### src/rtl/traffic_pkg.sv
// traffic_pkg: light codes, grant codes, phase states and light decode for phase_scheduler
// Contents: L_* light codes, G_* grant/owner codes, state_t, lights_t, decode()
package traffic_pkg;
   localparam logic [1:0] L_OFF = 2'd0;
   localparam logic [1:0] L_GRN = 2'd1;
   localparam logic [1:0] L_YEL = 2'd2;
   localparam logic [1:0] L_RED = 2'd3;
   localparam logic [1:0] G_MAIN = 2'd0;
   localparam logic [1:0] G_SIDE = 2'd1;
   localparam logic [1:0] G_WALK = 2'd2;
   localparam logic [1:0] G_NONE = 2'd3;
   typedef enum logic [2:0] {MAIN_G, MAIN_Y, ALL_R, SIDE_G, SIDE_Y, WALK} state_t;
   typedef struct packed {
      logic [1:0] main_light;
      logic [1:0] side_light;
      logic       walk_light;
      logic [1:0] grant;
   } lights_t;
   function automatic lights_t decode(state_t s);
      return s == MAIN_G ? lights_t'{L_GRN, L_RED, 1'b0, G_MAIN} :
             s == MAIN_Y ? lights_t'{L_YEL, L_RED, 1'b0, G_NONE} :
             s == ALL_R  ? lights_t'{L_RED, L_RED, 1'b0, G_NONE} :
             s == SIDE_G ? lights_t'{L_RED, L_GRN, 1'b0, G_SIDE} :
             s == SIDE_Y ? lights_t'{L_RED, L_YEL, 1'b0, G_NONE} :
             s == WALK   ? lights_t'{L_RED, L_RED, 1'b1, G_WALK} :
                           lights_t'{L_OFF, L_OFF, 1'b0, G_NONE};
   endfunction
endpackage

### src/rtl/phase_timer.sv
// phase_timer: 4-bit tick-driven phase countdown, loadable, freezable, saturating at 0
// Ports: clk, reset (async active-low), load, load_val[3:0], tick, freeze -> count[3:0], done
module phase_timer #(
   parameter logic [3:0] RST_VAL = 4'd0
) (
   input  logic       clk,
   input  logic       reset,
   input  logic       load,
   input  logic [3:0] load_val,
   input  logic       tick,
   input  logic       freeze,
   output logic [3:0] count,
   output logic       done
);
   assign done = tick && count == 4'd0;
   always_ff @(posedge clk or negedge reset)
      if (!reset) count <= RST_VAL;
      else if (load) count <= load_val;
      else if (tick && !freeze && count != 4'd0) count <= count - 4'd1;
endmodule

### src/rtl/phase_scheduler.sv
// phase_scheduler: arbitrates the crossing between main road, side road and pedestrians
// Ports: clk, reset (async active-low), tick (1 Hz strobe), sensor, walk [, emrg]
//        -> main_light[1:0], side_light[1:0], walk_light, grant[1:0], remaining[3:0]
// Option: PHASE_SCHEDULER_EMRG_EN adds input emrg that forces traffic back to main green
module phase_scheduler import traffic_pkg::*; #(
   parameter int TMIN_MAIN = 6,
   parameter int TSIDE     = 4,
   parameter int TWALK     = 5,
   parameter int TYEL      = 2,
   parameter int TCLR      = 1
) (
   input  logic       clk,
   input  logic       reset,
   input  logic       tick,
   input  logic       sensor,
   input  logic       walk,
`ifdef PHASE_SCHEDULER_EMRG_EN
   input  logic       emrg,
`endif
   output logic [1:0] main_light,
   output logic [1:0] side_light,
   output logic       walk_light,
   output logic [1:0] grant,
   output logic [3:0] remaining
);
`ifndef PHASE_SCHEDULER_EMRG_EN
   logic emrg;
   assign emrg = 1'b0;
`endif
   state_t     state, nxt;
   logic [1:0] next_owner, nxt_owner, last_served;
   logic       side_req, walk_req, side_any, walk_any, done, load, freeze, enter_side, enter_walk;
   logic [3:0] load_val, count;
   assign side_any   = side_req | sensor;
   assign walk_any   = walk_req | walk;
   assign load       = nxt != state;
   assign enter_side = load && nxt == SIDE_G;
   assign enter_walk = load && nxt == WALK;
   assign freeze     = emrg && state == MAIN_G;
   assign remaining  = count;
   assign load_val = nxt == MAIN_G ? 4'(TMIN_MAIN - 1) :
                     nxt == SIDE_G ? 4'(TSIDE - 1) :
                     nxt == WALK   ? 4'(TWALK - 1) :
                     nxt == ALL_R  ? 4'(TCLR - 1) : 4'(TYEL - 1);
   always_comb begin
      nxt = state;
      nxt_owner = next_owner;
      case (state)
         MAIN_G: nxt = done && !emrg && (side_any || walk_any) ? MAIN_Y : MAIN_G;
         MAIN_Y: if (done) begin
            nxt = ALL_R;
            nxt_owner = side_req && walk_req ? (last_served == G_WALK ? G_SIDE : G_WALK) :
                        side_req ? G_SIDE : walk_req ? G_WALK : G_MAIN;
         end
         ALL_R: if (done) nxt = emrg || next_owner == G_MAIN ? MAIN_G :
                                next_owner == G_SIDE ? SIDE_G : WALK;
         SIDE_G: nxt = done || emrg ? SIDE_Y : SIDE_G;
         SIDE_Y: if (done) begin
            nxt = ALL_R;
            nxt_owner = G_MAIN;
         end
         WALK: if (done || emrg) begin
            nxt = ALL_R;
            nxt_owner = G_MAIN;
         end
         default: nxt = ALL_R;
      endcase
   end
   always_ff @(posedge clk or negedge reset)
      if (!reset) begin
         state <= ALL_R;
         next_owner <= G_MAIN;
         last_served <= G_WALK;
         side_req <= 1'b0;
         walk_req <= 1'b0;
         {main_light, side_light, walk_light, grant} <= decode(ALL_R);
      end else begin
         state <= nxt;
         next_owner <= nxt_owner;
         last_served <= enter_side ? G_SIDE : enter_walk ? G_WALK : last_served;
         side_req <= side_any && !enter_side;
         walk_req <= walk_any && !enter_walk;
         {main_light, side_light, walk_light, grant} <= decode(nxt);
      end
   phase_timer #(.RST_VAL(4'(TCLR - 1))) u_timer (
      .clk(clk),
      .reset(reset),
      .load(load),
      .load_val(load_val),
      .tick(tick),
      .freeze(freeze),
      .count(count),
      .done(done)
   );
endmodule

### config.mk
export PLATFORM = sky130hd
export DESIGN_NAME = phase_scheduler
export DESIGN_NICKNAME = d
export VERILOG_FILES = /design/src/rtl/traffic_pkg.sv /design/src/rtl/phase_timer.sv /design/src/rtl/phase_scheduler.sv
export SDC_FILE = /design/constraint.sdc
export NUM_CORES = 1
export LEC_CHECK = 0
export CAP_MARGIN = 10
export CORE_AREA = 2 2 59 61
export CTS_BUF_LIST = sky130_fd_sc_hd__clkbuf_8
export CTS_CLUSTER_DIAMETER = 60
export DETAILED_ROUTE_END_ITERATION = 6
export DIE_AREA = 0 0 61 63
export PLACE_DENSITY = 0.63
export RECOVER_POWER = 50
export SETUP_SLACK_MARGIN = 0.15
export SYNTH_ARGS = -nofsm -noshare
export SYNTH_HDL_FRONTEND = slang
export SYNTH_SLANG_ARGS = --single-unit
### constraint.sdc
create_clock -name clk -period 4.1 [get_ports clk]
set_input_delay 0.41 -clock clk [delete_from_list [all_inputs] [get_ports clk]]
set_output_delay 0.41 -clock clk [all_outputs]
set_load 0.05 [all_outputs]
==> results of run 1 <==
Yosys cell counts (2+ instances only):
| cell type | count | area, um^2 |
|---|---|---|
| mux2i_1 | 3 | 30.0 |
| ha_1 | 2 | 25.0 |
| nor4_1 | 2 | 12.5 |
| o21ai_0 | 6 | 30.0 |
| dfrtp_1 | 12 | 300 |
| and2_1 | 2 | 12.5 |
| nor2b_1 | 2 | 12.5 |
| a21oi_1 | 5 | 25.0 |
| clkbuf_1 | 4 | 15.0 |
| inv_1 | 4 | 15.0 |
| o2bb2ai_1 | 2 | 17.5 |
| dfstp_2 | 8 | 210 |
| nor3b_1 | 2 | 15.0 |
| nor3_1 | 2 | 10.0 |
| o31ai_1 | 2 | 15.0 |
| nand2b_1 | 2 | 12.5 |
| nand2_1 | 8 | 30.0 |
| nor2_1 | 5 | 18.8 |
| o21a_1 | 3 | 22.5 |
kinds of logic (layout without fill, tap and decap cells):
kind of cell,count (synthesis),after routing,share of synthesized area
compound gates,30,30,0.212
fa+ha+maj,2,2,0.0233
mux,4,4,0.0384
buf+inv,11,24,0.0489
simple gates,34,34,0.186
xor+xnor,2,2,0.0163
flops,20,20,0.475
final cells by class:
cell class | count | area (um^2)
fill | 339 | 1910
sequential | 20 | 510
multi-input combinational | 72 | 510
timing repair buffer | 15 | 150
tap | 46 | 57.6
clock buffer | 3 | 41.3
clock inverter | 1 | 30.0
inverter | 5 | 21.3
registers in the layout, indices dropped and copies added (netlist names):
register	cells
walk_req	1
last_served	2
main_light	2
side_light	2
walk_light	1
side_req	1
u_timer.count	4
next_owner	2
state	3
grant	2
where the power goes:
part	switching, mW	total (mW)	internal [mW]
sequential	0.0723	0.356	0.284
clock	0.0668	0.197	0.130
combinational	0.329	0.521	0.192
worst paths after layout:
kind / from / end
worst min register to register: last_served[1] / last_served[1]
worst min-delay path: last_served[1] / last_served[1]
max in group asynchronous: reset / state[0]
min in group asynchronous: reset / walk_req
worst max-delay path: sensor / u_timer.count[1]
worst max register to register: u_timer.count[0] / side_req
per-stage QoR:
step | utilization | hold WS, ps
after floorplan | - | 114
after global placement | 0.387 | 470
after detailed placement | 0.387 | 470
after CTS | 0.409 | 484
after global routing | 0.409 | 516
final | 0.409 | 488
metal layers:
metal  vias to the layer above  GRT usage
li1                        406          -
met1                       420      0.182
met2                        23      0.206
met3                         2     0.0248
met4                         0     0.0408
met5                         -          0
worst max-delay path, cell delays in order:
cell and delay [ps]:
clkdlybuf4s50_1 450, nor4_1 600, a21oi_1 180, o22ai_1 390, mux2i_1 230
==> impl_metrics.json, run 1 <==
{
  "drt-met1-wl_mm": 1.02,
  "area_growth_pct": 22.9,
  "setup_viol": 0,
  "crit_arrival_ps": 2260,
  "dp_slack_ps": 1820,
  "dp_cells": 158,
  "first_pass_iters": 4,
  "yosysSeqAreaShare": 0.475,
  "dr_wl_met2_mm": 1.15,
  "root_buffer": "clkbuf_8",
  "final_cell_mix": "clkdlybuf4s50_1 (13), dfrtp_1 (12), nand2_1 (8), dfstp_2 (8), o21ai_0 (6)",
  "die_w_um": 61,
  "dpl.hpwl_mm": 1.71,
  "finClkSkew_ps": 3.91,
  "fin_tns_setup_ps": 0,
  "drtIter0Drc": 70,
  "ant_nets": 0,
  "vias_per_cell": 5.25,
  "pin_count": 16,
  "io_buffer_count": 15,
  "maxSlewHeadroom": 0.401,
  "synth_flop_cell": "dfrtp_1",
  "syn_inst": 103,
  "final_cell_area_um2": 1320,
  "wl_met3_um": 82,
  "hp-class": "flip-flop to flip-flop",
  "core_area_um2": 3230,
  "synth_fp_nets": 110,
  "worstRegToRegCells": 6,
  "clk_pin_slew_ps": 70,
  "setup_slack_ps": 2020,
  "outcome": "finished clean",
  "drive_above_1_share": 0.181,
  "r2r_setup_slack_ps": 2100,
  "yosys_register_bits": 20,
  "routedWlPerCell_um": 14.1,
  "placed_area_um2": 1250,
  "synth_edf_count": 0,
  "fin_cells": 162,
  "cts_resized": 0,
  "antenna_found_initial": 0,
  "row_count": 21,
  "min_period_over_period": 0.507,
  "ys.warnings.count": 0,
  "cp.required_ps": 4280,
  "path_class": "input port to flip-flop",
  "grt_pass1_wl_mm": 3.78,
  "maxCapViolCount": 0,
  "syn_area_um2": 1070,
  "irDropWorstVdd_uv": 223,
  "cp-start-kind": "input port",
  "p_per_area_nw_per_um2": 813,
  "vias": 851,
  "drc": 0,
  "slew_violations": 0,
  "synthArstFlopShare": 1.00,
  "initial_core_util": 0.333,
  "worstMarginPinSlew_ps": 895,
  "clock.fmax_mhz": 481,
  "diodes": 0,
  "die_height_um": 63,
  "final_common_cell": "clkdlybuf4s50_1",
  "wl_mm": 2.28,
  "cts_setup_buffers": 0,
  "grt_max_degree": 21,
  "numClockSinks": 20,
  "period_needed_ps": 2080,
  "dieArea_um2": 3840,
  "cts_tree": "built",
  "cts_max_level": 1,
  "grt_pass1_vias": 781,
  "syn_avg_cell_area_um2": 10.4,
  "globalplace.congestion": 0.823,
  "cts_buffer_depth": 2,
  "grtUsageTotal": 0.132,
  "top_layer": "met4",
  "rsz0062_at_grt": "no",
  "clk_latency_ps": 260,
  "ctsHoldBuffers": 0,
  "finalPower_mw": 1.07,
  "cts_buffers": 3,
  "crit_path_end_kind": "flip-flop",
  "worstPathMaxFanout": 4,
  "fin_nets": 124,
  "hold_viol_final": 0,
  "synthDistinctLibCells": 46,
  "p_leak_nw": 0.541,
  "holdPathStages": 2,
  "overflow": 0
}
Power figures use the tool's default switching activity.
==> run 2: changes to the inputs <==
PLACE_DENSITY = 0.65   (was 0.63)
clock period = 1.7 ns   (was 4.1 ns; I/O delays follow)
==> run 2 against run 1 <==
First-iteration DRC count decreased by 61%. Critical path depth unchanged. Routed wire length increased by 19%. Register-to-register slack got worse by 2100 ps. Global-route usage increased by 2.3 points. Setup slack got worse by 2000 ps. Sequential cell count unchanged. Critical path type is now flip-flop to flip-flop. Critical endpoint is now side_req. Highest routed layer unchanged.
==> impl_metrics.json, run 2 (synthesis gave the netlist of run 1 again) <==
{
  "outcome": "finished clean",
  "die_height_um": 63,
  "largest_reg_flops": 4,
  "p_leak_nw": 0.704,
  "worst_path_max_delay_cell": "dfrtp_1",
  "grt_pass1_vias": 968,
  "grtUsageTotal": 0.155,
  "vias": 965,
  "ctsHoldBuffers": 0,
  "ant_nets": 0,
  "cts_buffers": 3,
  "period_needed_ps": 1660,
  "p_per_area_nw_per_um2": 1770,
  "drc": 0,
  "worstSetupPathDepth": 5,
  "globalplace.congestion": 0.865,
  "reg_top3": "u_timer.count (4), state (3)",
  "finalPower_mw": 2.93,
  "first_pass_iters": 4,
  "grt_max_degree": 21,
  "holdPathStages": 2,
  "rsz0062_at_grt": "yes",
  "hold_viol_final": 0,
  "antenna_found_initial": 0,
  "final_common_cell": "buf_4",
  "n_fill_cell": 297,
  "maxCapViolCount": 0,
  "clk_latency_ps": 260,
  "max_stage_delay_ps": 420,
  "grt_pass1_wl_mm": 4.42,
  "root_buffer": "clkbuf_8",
  "placed_area_um2": 1440,
  "drive_above_1_share": 0.556,
  "clk_pin_slew_ps": 70,
  "io_buffer_count": 15,
  "dieArea_um2": 3840,
  "cts_buffer_depth": 2,
  "top_register": "u_timer.count",
  "vias_per_cell": 5.08,
  "die_w_um": 61,
  "final_cell_mix": "buf_4 (30), dfrtp_1 (10), dfstp_2 (8), nand2_1 (5)",
  "clock.fmax_mhz": 602,
  "pin_count": 16,
  "cts_max_level": 1,
  "fin_nets": 152,
  "worstRegToRegCells": 5,
  "wl_mm": 2.73,
  "dpl.hpwl_mm": 1.95,
  "dp_cells": 181,
  "core_area_um2": 3230,
  "r2r_setup_slack_ps": 40,
  "path_cells": "buf_4 > nor3b_1 > o21ai_2 > a22o_4 > o22a_2",
  "irDropWorstVdd_uv": 628,
  "area_growth_pct": 54.4,
  "overflow": 0,
  "min_period_over_period": 0.977,
  "crit_path_end_kind": "flip-flop",
  "final_cell_area_um2": 1660,
  "cp.required_ps": 1850,
  "row_count": 21,
  "finClkSkew_ps": 0.638,
  "fin_cells": 190,
  "drtIter0Drc": 27,
  "diodes": 0,
  "cp-start-kind": "flip-flop",
  "hp-class": "input port to flip-flop",
  "crit_buf_inv": 1,
  "fin_tns_setup_ps": 0,
  "slew_violations": 0,
  "worstPathMaxFanout": 5,
  "routedWlPerCell_um": 14.4,
  "worstMarginPinSlew_ps": 1070,
  "setup_viol": 0,
  "cts_tree": "built",
  "path_class": "flip-flop to flip-flop",
  "initial_core_util": 0.333,
  "maxSlewHeadroom": 0.289,
  "numClockSinks": 20,
  "crit_arrival_ps": 1820,
  "crit_family": "compound AO/OA/AOI/OAI gates"
}
## run 2: what timing repair did
action / CTS / global route
resized for setup: 21 / 16
endpoints found under the setup margin: 20 / 17
setup buffers: 3 / 2
pin swaps: 7 / 1
## run 2: layout make-up
type	count	area [um^2]	area share
Inverter	5	21.3	0.0128
Multi-Input combinational cell	72	678	0.409
Sequential cell	20	513	0.309
Timing Repair Buffer	43	334	0.201
Clock buffer	4	55.1	0.0332
Tap cell	46	57.6	0.0347
## run 2: routing by layer
layer  GRT usage  routed length [um]  vias to the layer above
li1            -                   -                      461
met1       0.195                1140                      468
met4      0.0815                 102                        0
met3      0.0290                 124                        9
met2       0.246                1360                       27
met5           0                   0                        -
## run 2: where the power goes
part	switching, mW	total (mW)	internal (mW)	leakage [nW]
logic	1.03	1.76	0.731	0.452
registers	0.122	0.812	0.690	0.223
clock network	0.156	0.362	0.206	0.0288
total	1.30	2.93	1.63	0.704
## run 2: final timing paths
kind,startpoint,end
worst max-delay path,next_owner[1],side_req
worst min-delay path,sensor,side_req
worst max register to register,next_owner[1],side_req
worst min register to register,last_served[1],last_served[1]
max in group asynchronous,reset,u_timer.count[0]
min in group asynchronous,reset,walk_req
## run 2: worst register-to-register path, stage by stage, from the launching register on
cell and delay [ps]:
dfrtp_1 420, buf_4 170, nor3b_1 400, o21ai_2 120
a22o_4 270, o22a_2 180
## run 2: per-stage QoR
step,util,hold slack (ps),setup slack (ps)
finish,0.513,305,38.3
detailed placement,0.444,486,-279
global route,0.513,328,-15.5
CTS,0.490,241,46.5
global placement,0.444,465,-221
floorplan,-,-126,-86.3
==> run 3: changes to the inputs <==
SETUP_SLACK_MARGIN = 0.02   (was 0.15)
SLEW_MARGIN = 20   (was not set)
==> run 3 against run 2 <==
Critical path depth up 1. Sequential power fell by 4.9%. Maximum frequency increased by 0.31%. Routed wire length shrank 3.0%. Count of clock-buffer cells in the layout down 1. Combinational power fell by 3%. Cell count increased by 1.6%. Non-clock buffer count up 3. Die area unchanged. Critical endpoint unchanged. Largest cell class unchanged.
==> impl_metrics.json, run 3 (synthesis gave the netlist of run 1 again) <==
{
  "outcome": "finished clean",
  "row_count": 21,
  "use_met2": 0.239,
  "largest_reg_flops": 4,
  "crit_path_end_kind": "flip-flop",
  "clock.fmax_mhz": 604,
  "min_period_over_period": 0.974,
  "fin_cells": 193,
  "drive_above_1_share": 0.490,
  "multiInputGateArea_um2": 606,
  "cts_tree": "built",
  "irDropWorstVdd_uv": 700,
  "top_usage_layer": "met2",
  "routedWlPerCell_um": 13.7,
  "placed_area_um2": 1470,
  "antenna_found_initial": 0,
  "grt_pass1_vias": 970,
  "dp_cells": 186,
  "initial_core_util": 0.333,
  "regArea_um2": 513,
  "worstPathMaxFanout": 5,
  "rsz0062_at_grt": "yes",
  "period_needed_ps": 1660,
  "vias": 938,
  "cts_max_level": 1,
  "grtUsageTotal": 0.154,
  "wl_mm": 2.65,
  "diodes": 0,
  "final_cell_area_um2": 1620,
  "maxSlewHeadroom": 0.291,
  "dpl.hpwl_mm": 1.87,
  "root_buffer": "clkbuf_8",
  "setup_slack_ps": 43.5,
  "vias_per_cell": 4.86,
  "ant_nets": 0,
  "numClockSinks": 20,
  "cp-start-kind": "flip-flop",
  "cp.required_ps": 1860,
  "first_pass_iters": 4,
  "dieArea_um2": 3840,
  "p_per_area_nw_per_um2": 1820,
  "hp-class": "flip-flop to flip-flop",
  "cts_buffers": 3,
  "worst_hold_slack_ps": 485,
  "ctsHoldBuffers": 0,
  "top_register": "u_timer.count",
  "maxCapViolCount": 0,
  "finClkSkew_ps": 1.22,
  "crit_arrival_ps": 1810,
  "final_cell_mix": "buf_4 (33), dfrtp_1 (10), nand2_1 (8), dfstp_2 (8)",
  "drtIter0Drc": 28,
  "slew_violations": 0,
  "clk_pin_slew_ps": 70,
  "fin_nets": 155,
  "cts_buffer_depth": 2,
  "reg_top3": "u_timer.count (4), state (3)",
  "drc": 0,
  "globalplace.congestion": 0.911,
  "p_leak_nw": 0.691,
  "grtUsageMet1": 0.213,
  "n_fill_cell": 291,
  "final_common_cell": "buf_4",
  "path_class": "flip-flop to flip-flop",
  "core_area_um2": 3230,
  "hold_viol_final": 0,
  "dp_slack_ps": -239,
  "io_buffer_count": 15,
  "die_height_um": 63,
  "area_growth_pct": 50.9,
  "worstMarginPinSlew_ps": 1060,
  "setup_viol": 0,
  "clk_latency_ps": 260,
  "finalPower_mw": 2.95,
  "use_met3": 0.0311,
  "grt_max_degree": 21,
  "overflow": 0,
  "pin_count": 16,
  "grt_pass1_wl_mm": 4.44,
  "die_w_um": 61
}
run 3: per-layer routing:
metal | up-vias | wire length (um)
li1 | 466 | -
met1 | 453 | 1150
met2 | 17 | 1400
met3 | 2 | 70
met4 | 0 | 25
met5 | - | 0
run 3: path summary, 6_finish.rpt:
check	start	endpoint	slack, ps	cells past startpoint
setup / recovery	u_timer.count[0]	side_req	40	6
hold / removal	last_served[1]	last_served[1]	490	2
setup reg to reg	u_timer.count[0]	side_req	40	6
hold reg to reg	last_served[1]	last_served[1]	490	2
max in group asynchronous	reset	u_timer.count[0]	370	2
min in group asynchronous	reset	last_served[0]	620	2
run 3: stage by stage:
stage	util	TNS, ps
detailed placement	0.453	-2390
CTS	0.481	0
global placement	0.453	-1870
finish	0.502	0
global route	0.502	-42.9
floorplan	-	-164
run 3: power by group:
group	internal, mW	total, mW	leakage [nW]	switching (mW)
Sequential	0.688	0.772	0.223	0.0844
Clock	0.315	0.477	0.0357	0.162
Combinational	0.695	1.70	0.433	1.00
run 3: cell type report:
class | count | share of cell area
clock inverter | 1 | 0.0185
tap | 46 | 0.0355
clock buffer | 3 | 0.0255
multi-input combinational | 72 | 0.373
timing repair buffer | 46 | 0.218
sequential | 20 | 0.316
inverter | 5 | 0.0131
run 3: timing repair:
item,in CTS,in global routing
resized for setup,6,14
endpoints found under the setup margin,12,12
setup buffers,0,3
pin swaps,3,4
run 3: worst max-delay path: stages, from the launching register on:
cell	delay, ps
dfrtp_2	410
inv_2	80
ha_4	160
and4bb_4	290
o2111ai_2	120
a22o_2	310
o22a_2	180
==> variant 1 (config.mk and constraints of run 2) <==
The 6 states of `state_t` get a one-hot encoding in 6 bits.
--- a/src/rtl/traffic_pkg.sv
+++ b/src/rtl/traffic_pkg.sv
@@ -9,7 +9,7 @@
    localparam logic [1:0] G_SIDE = 2'd1;
    localparam logic [1:0] G_WALK = 2'd2;
    localparam logic [1:0] G_NONE = 2'd3;
-   typedef enum logic [2:0] {MAIN_G, MAIN_Y, ALL_R, SIDE_G, SIDE_Y, WALK} state_t;
+   typedef enum logic [5:0] {MAIN_G = 6'b000001, MAIN_Y = 6'b000010, ALL_R = 6'b000100, SIDE_G = 6'b001000, SIDE_Y = 6'b010000, WALK = 6'b100000} state_t;
    typedef struct packed {
       logic [1:0] main_light;
       logic [1:0] side_light;
Check against the original RTL: same outputs for any inputs over 10 cycles, from zero or initial values and one cycle with reset low; not proved beyond that.
==> variant 1 against run 2 <==
  * The run now ends with negative setup slack left
  * Worst setup slack got worse by 0.42 ns
  * Area after synthesis increased by 19%
  * Cell area increased by 32%
  * Sequential cell count increased by 3
  * Wire length increased by 34%
  * Core utilization increased by 17 points
  * Clock power decreased by 8.0%
  * Count of clock-buffer cells in the layout decreased by 1
  * Power decreased by 6.4%
  * Critical path depth increased by 4
  * Critical endpoint is now u_timer.count[2]
  * Largest cell class unchanged
==> variant 1: results (changes against run 2) <==
failing checks=negative setup slack; Worst VDD drop=0.000748 V (+19%); first-pass GRT wire length=5.46 mm (+24%); number of global-route vias before repair=1140 (+18%); switch share=0.393 (-0.0515); nets@finish=201 (+32%); beginning of the worst hold path=last_served[0]; Critical Path Sink=u_timer.count[2]; met3 WL=192 um (+55%); #MultiIn Comb=84 (+17%); clk cell area share=0.0205 (-0.0127); Static Leakage=0.992 nW (+41%); inverters=7 (+2); FF+latch area=593 sq um (+16%); met3 GRT Util=0.0352 (+0.00621); Top Registers=state: 6 flops, u_timer.count: 4 flops; worst hold margin=0.537 ns (+0.232 ns); CTS Sinks=23 (+15%); Comb power=1.69 mW (-4%); Worst Path Max Fanout=6 (+1); Final WS setup=-0.386 ns (-0.424 ns); register area share after synthesis=0.459 (-0.0157); wl on met1=1.59 mm (+39%); WP data arrival=2.28 ns (+0.46 ns); Mapped Nets=127 (+15%); Setup-failing EPs final=20 (+20); status=finished, violations left; drt wl/cell=15.3 um (+6.8%); layout cells sized above 1=0.679 (+0.123); Layout non-clock buf frac=0.294 (+0.0927); Via density=5.07 (-0.24%); largest cells by area after synthesis=dfrtp_1, dfstp_2, nor2_1; Post-Synth Adder-Cell Area=0.0196 (-0.00366); R2R Path End=u_timer.count[2]; worst-path cell with the longest stage delay=dfrtp_2; 1st-iter DRT viols=57 (+110%); XOR/XNOR Fraction of Synth Area=0.0491 (+0.0328)
-- variant 1: cell count changes in the layout (fill, tap and decap cells not counted), moves of 3 or more --
cell      delta
inv_2        +3
nor2_4       +5
dfrtp_2      +4
o21ai_4      +3
buf_4       +20
buf_6       +15
nand2_1      +3
mux2i_1      -3
clkbuf_1     -3
nor2_1       +6
-- variant 1: through the flow --
step	worst slack [ns]	total power [mW]	cell area (sq um)	std cells	utilization
6_report	-0.386	2.74	2200	239	0.679
5_1_grt	-0.471	2.90	2200	239	0.679
4_1_cts	-0.357	2.55	2030	228	0.628
3_5_place_dp	-0.617	1.97	1680	209	0.520
3_3_place_gp	-0.560	1.95	1680	209	0.520
2_1_floorplan	-0.540	1.52	1300	120	-
-- variant 1: repair_timing --
item                                    CTS  global route
hold buffers                              0             0
resized for setup                        48            22
pin swaps                                16             9
endpoints found under the setup margin   24            23
endpoints found under the hold margin     0             0
setup buffers                            15            11
==> variant 2 (flow settings as in run 2) <==
Without the edit above. Build with the macro `PHASE_SCHEDULER_EMRG_EN` defined.
--- a/src/rtl/phase_scheduler.sv
+++ b/src/rtl/phase_scheduler.sv
@@ -2,6 +2,8 @@
 // Ports: clk, reset (async active-low), tick (1 Hz strobe), sensor, walk [, emrg]
 //        -> main_light[1:0], side_light[1:0], walk_light, grant[1:0], remaining[3:0]
 // Option: PHASE_SCHEDULER_EMRG_EN adds input emrg that forces traffic back to main green
+`define PHASE_SCHEDULER_EMRG_EN
+
 module phase_scheduler import traffic_pkg::*; #(
    parameter int TMIN_MAIN = 6,
    parameter int TSIDE     = 4,
Ports: changed (added emrg); port bits go from 16 to 17. The function was not compared with the original's and may differ.
==> variant 2 against run 2 <==
  * The run now ends with negative setup slack left
  * Worst setup slack got worse by 0.28 ns
  * Hold slack got worse by 0.064 ns
  * Cell area rose by 12%
  * Area after synthesis rose by 4.0%
  * Wire length rose by 16%
  * Sequential cell count did not move
  * Power rose by 18%
  * Non-clock buffer count rose by 18
  * Via count rose by 13%
  * Critical endpoint is now u_timer.count[0]
  * Largest cell class unchanged
==> variant 2: results (changes against run 2) <==
status=finished, violations left; failing checks=negative setup slack; # diodes=0 (unchanged); TritonRoute pass-1 iters=4 (unchanged); Setup-failing EPs final=17 (+17); global-route met1 utilization=0.214 (+0.0187); Hold WC Path Type=in2async; synth cell count leaders=dfrtp_1, nor2_1, a21oi_1, dfstp_2, inv_1; Max Clock Skew=0.00913 ns (+0.00849 ns); ys flop type=dfrtp_1; mux contribution to synthesized area=0.0381 (-0.000343); post-placement setup slack=-0.520 ns (-0.241 ns); Static Leakage=0.827 nW (+18%); register area share after synthesis=0.457 (-0.0181); WP data arrival=2.09 ns (+0.27 ns); drt wl/cell=14.5 um (+0.67%); GP Congestion=0.862 (-0.32%); placed cell area=1520 sq um (+5.6%); worst-path cell with the longest stage delay=dfrtp_2; post-route setup TNS=-2.18 ns (-2.18 ns); XOR/XNOR Fraction of Synth Area=0.0157 (-0.000621); initial antenna violation count=0 (unchanged); Worst slew margin=0.541 (+0.252); Top Registers=u_timer.count: 4 flops, state: 3 flops; 1st-iter DRT viols=22 (-19%); max incr delay on CP=0.37 ns (-0.05 ns); area fraction in compound gates after synthesis=0.181 (-0.0305); largest net degree at the start of global routing=15 (-29%); largest cells by area after synthesis=dfrtp_1, dfstp_2, nor2_1; Via density=5.00 (-1.6%); met2 Track Usage GR=0.261 (+0.0148); number of global-route vias before repair=1058 (+9.3%); CP top delay family=simple AND/OR/NAND/NOR gates; Worst Path Max Fanout=7 (+2); Mapped Nets=121 (+10%); CTS buffer count=3 (unchanged); Final WS setup=-0.239 ns (-0.278 ns); PortBufs=16 (+1); Distinct cells, synth=44 (-4.3%); Post-Synth Adder-Cell Area=0.0224 (-0.000886); first-pass GRT wire length=4.77 mm (+8.1%); met3 GRT Util=0.0145 (-0.0145); Root Buffer=clkbuf_8; wirelength, routed=3.15 mm (+16%); Mapped Cells=113 (+9.7%); dpl hpwl=2.04 mm (+4.7%); nets@finish=181 (+19%); Worst VDD drop=0.00104 V (+66%); Placed Cells=199 (+9.9%); main combinational cell family by area after synthesis=simple AND/OR/NAND/NOR gates; layout cells sized above 1=0.581 (+0.0258); GRT Total Usage=0.163 (+0.00834); Worst-path clk slew=around 0.08 ns; Final Util=0.573 (+0.0600)
[variant 2: changes by cell type in the layout (fill, tap and decap cells not counted), sizes merged, moves of 3 or more]
cell	delta
clkbuf	-4
buf	+21
nand3	+4
nor2	+6
inv	+3
[variant 2: worst register-to-register path: stages (launching register included)]
cell and delay [ns]:
dfrtp_2 0.37, inv_2 0.05, ha_4 0.15, nor4bb_4 0.14, buf_4 0.15, buf_8 0.14, nor2_4 0.15, a21oi_2 0.06
or2_4 0.27, buf_6 0.13, o221a_1 0.21
[variant 2: final cells by class]
class                      count  area [sq um]
multi-input combinational     79           668
fill                         265          1380
clock buffer                   3          41.3
inverter                       8          32.5
timing repair buffer          61           509
sequential                    20           514
clock inverter                 1          30.0
tap                           46          57.6
[variant 2: power by group]
group | switching (mW) | internal, mW | total [mW]
Clock | 0.155 | 0.314 | 0.469
Sequential | 0.0823 | 0.676 | 0.758
Combinational | 1.15 | 1.09 | 2.24
[variant 2: worst paths after layout]
kind                                     to  cells past startpoint  slack (ns)             start
max                        u_timer.count[0]                     10       -0.24  u_timer.count[0]
min                        u_timer.count[2]                      1        0.24             reset
max reg2reg                u_timer.count[0]                     10       -0.24  u_timer.count[0]
min reg2reg                  last_served[1]                      2        0.50    last_served[1]
max in group asynchronous     next_owner[1]                      2        0.53             reset
min in group clk             last_served[1]                      2        0.50    last_served[1]
[variant 2: what timing repair did]
item / 4_1_cts / 5_1_grt
setup buffers: 8 / 7
endpoints found under the setup margin: 21 / 20
pin swaps: 10 / 11
hold buffers: 0 / 0
gates resized for setup: 23 / 19
[variant 2: routing by layer]
metal  vias to the layer above  wire length (um)
met5                         -                 0
met3                         8                57
li1                        520                 -
met2                        18              1720
met1                       543              1320
met4                         0                58
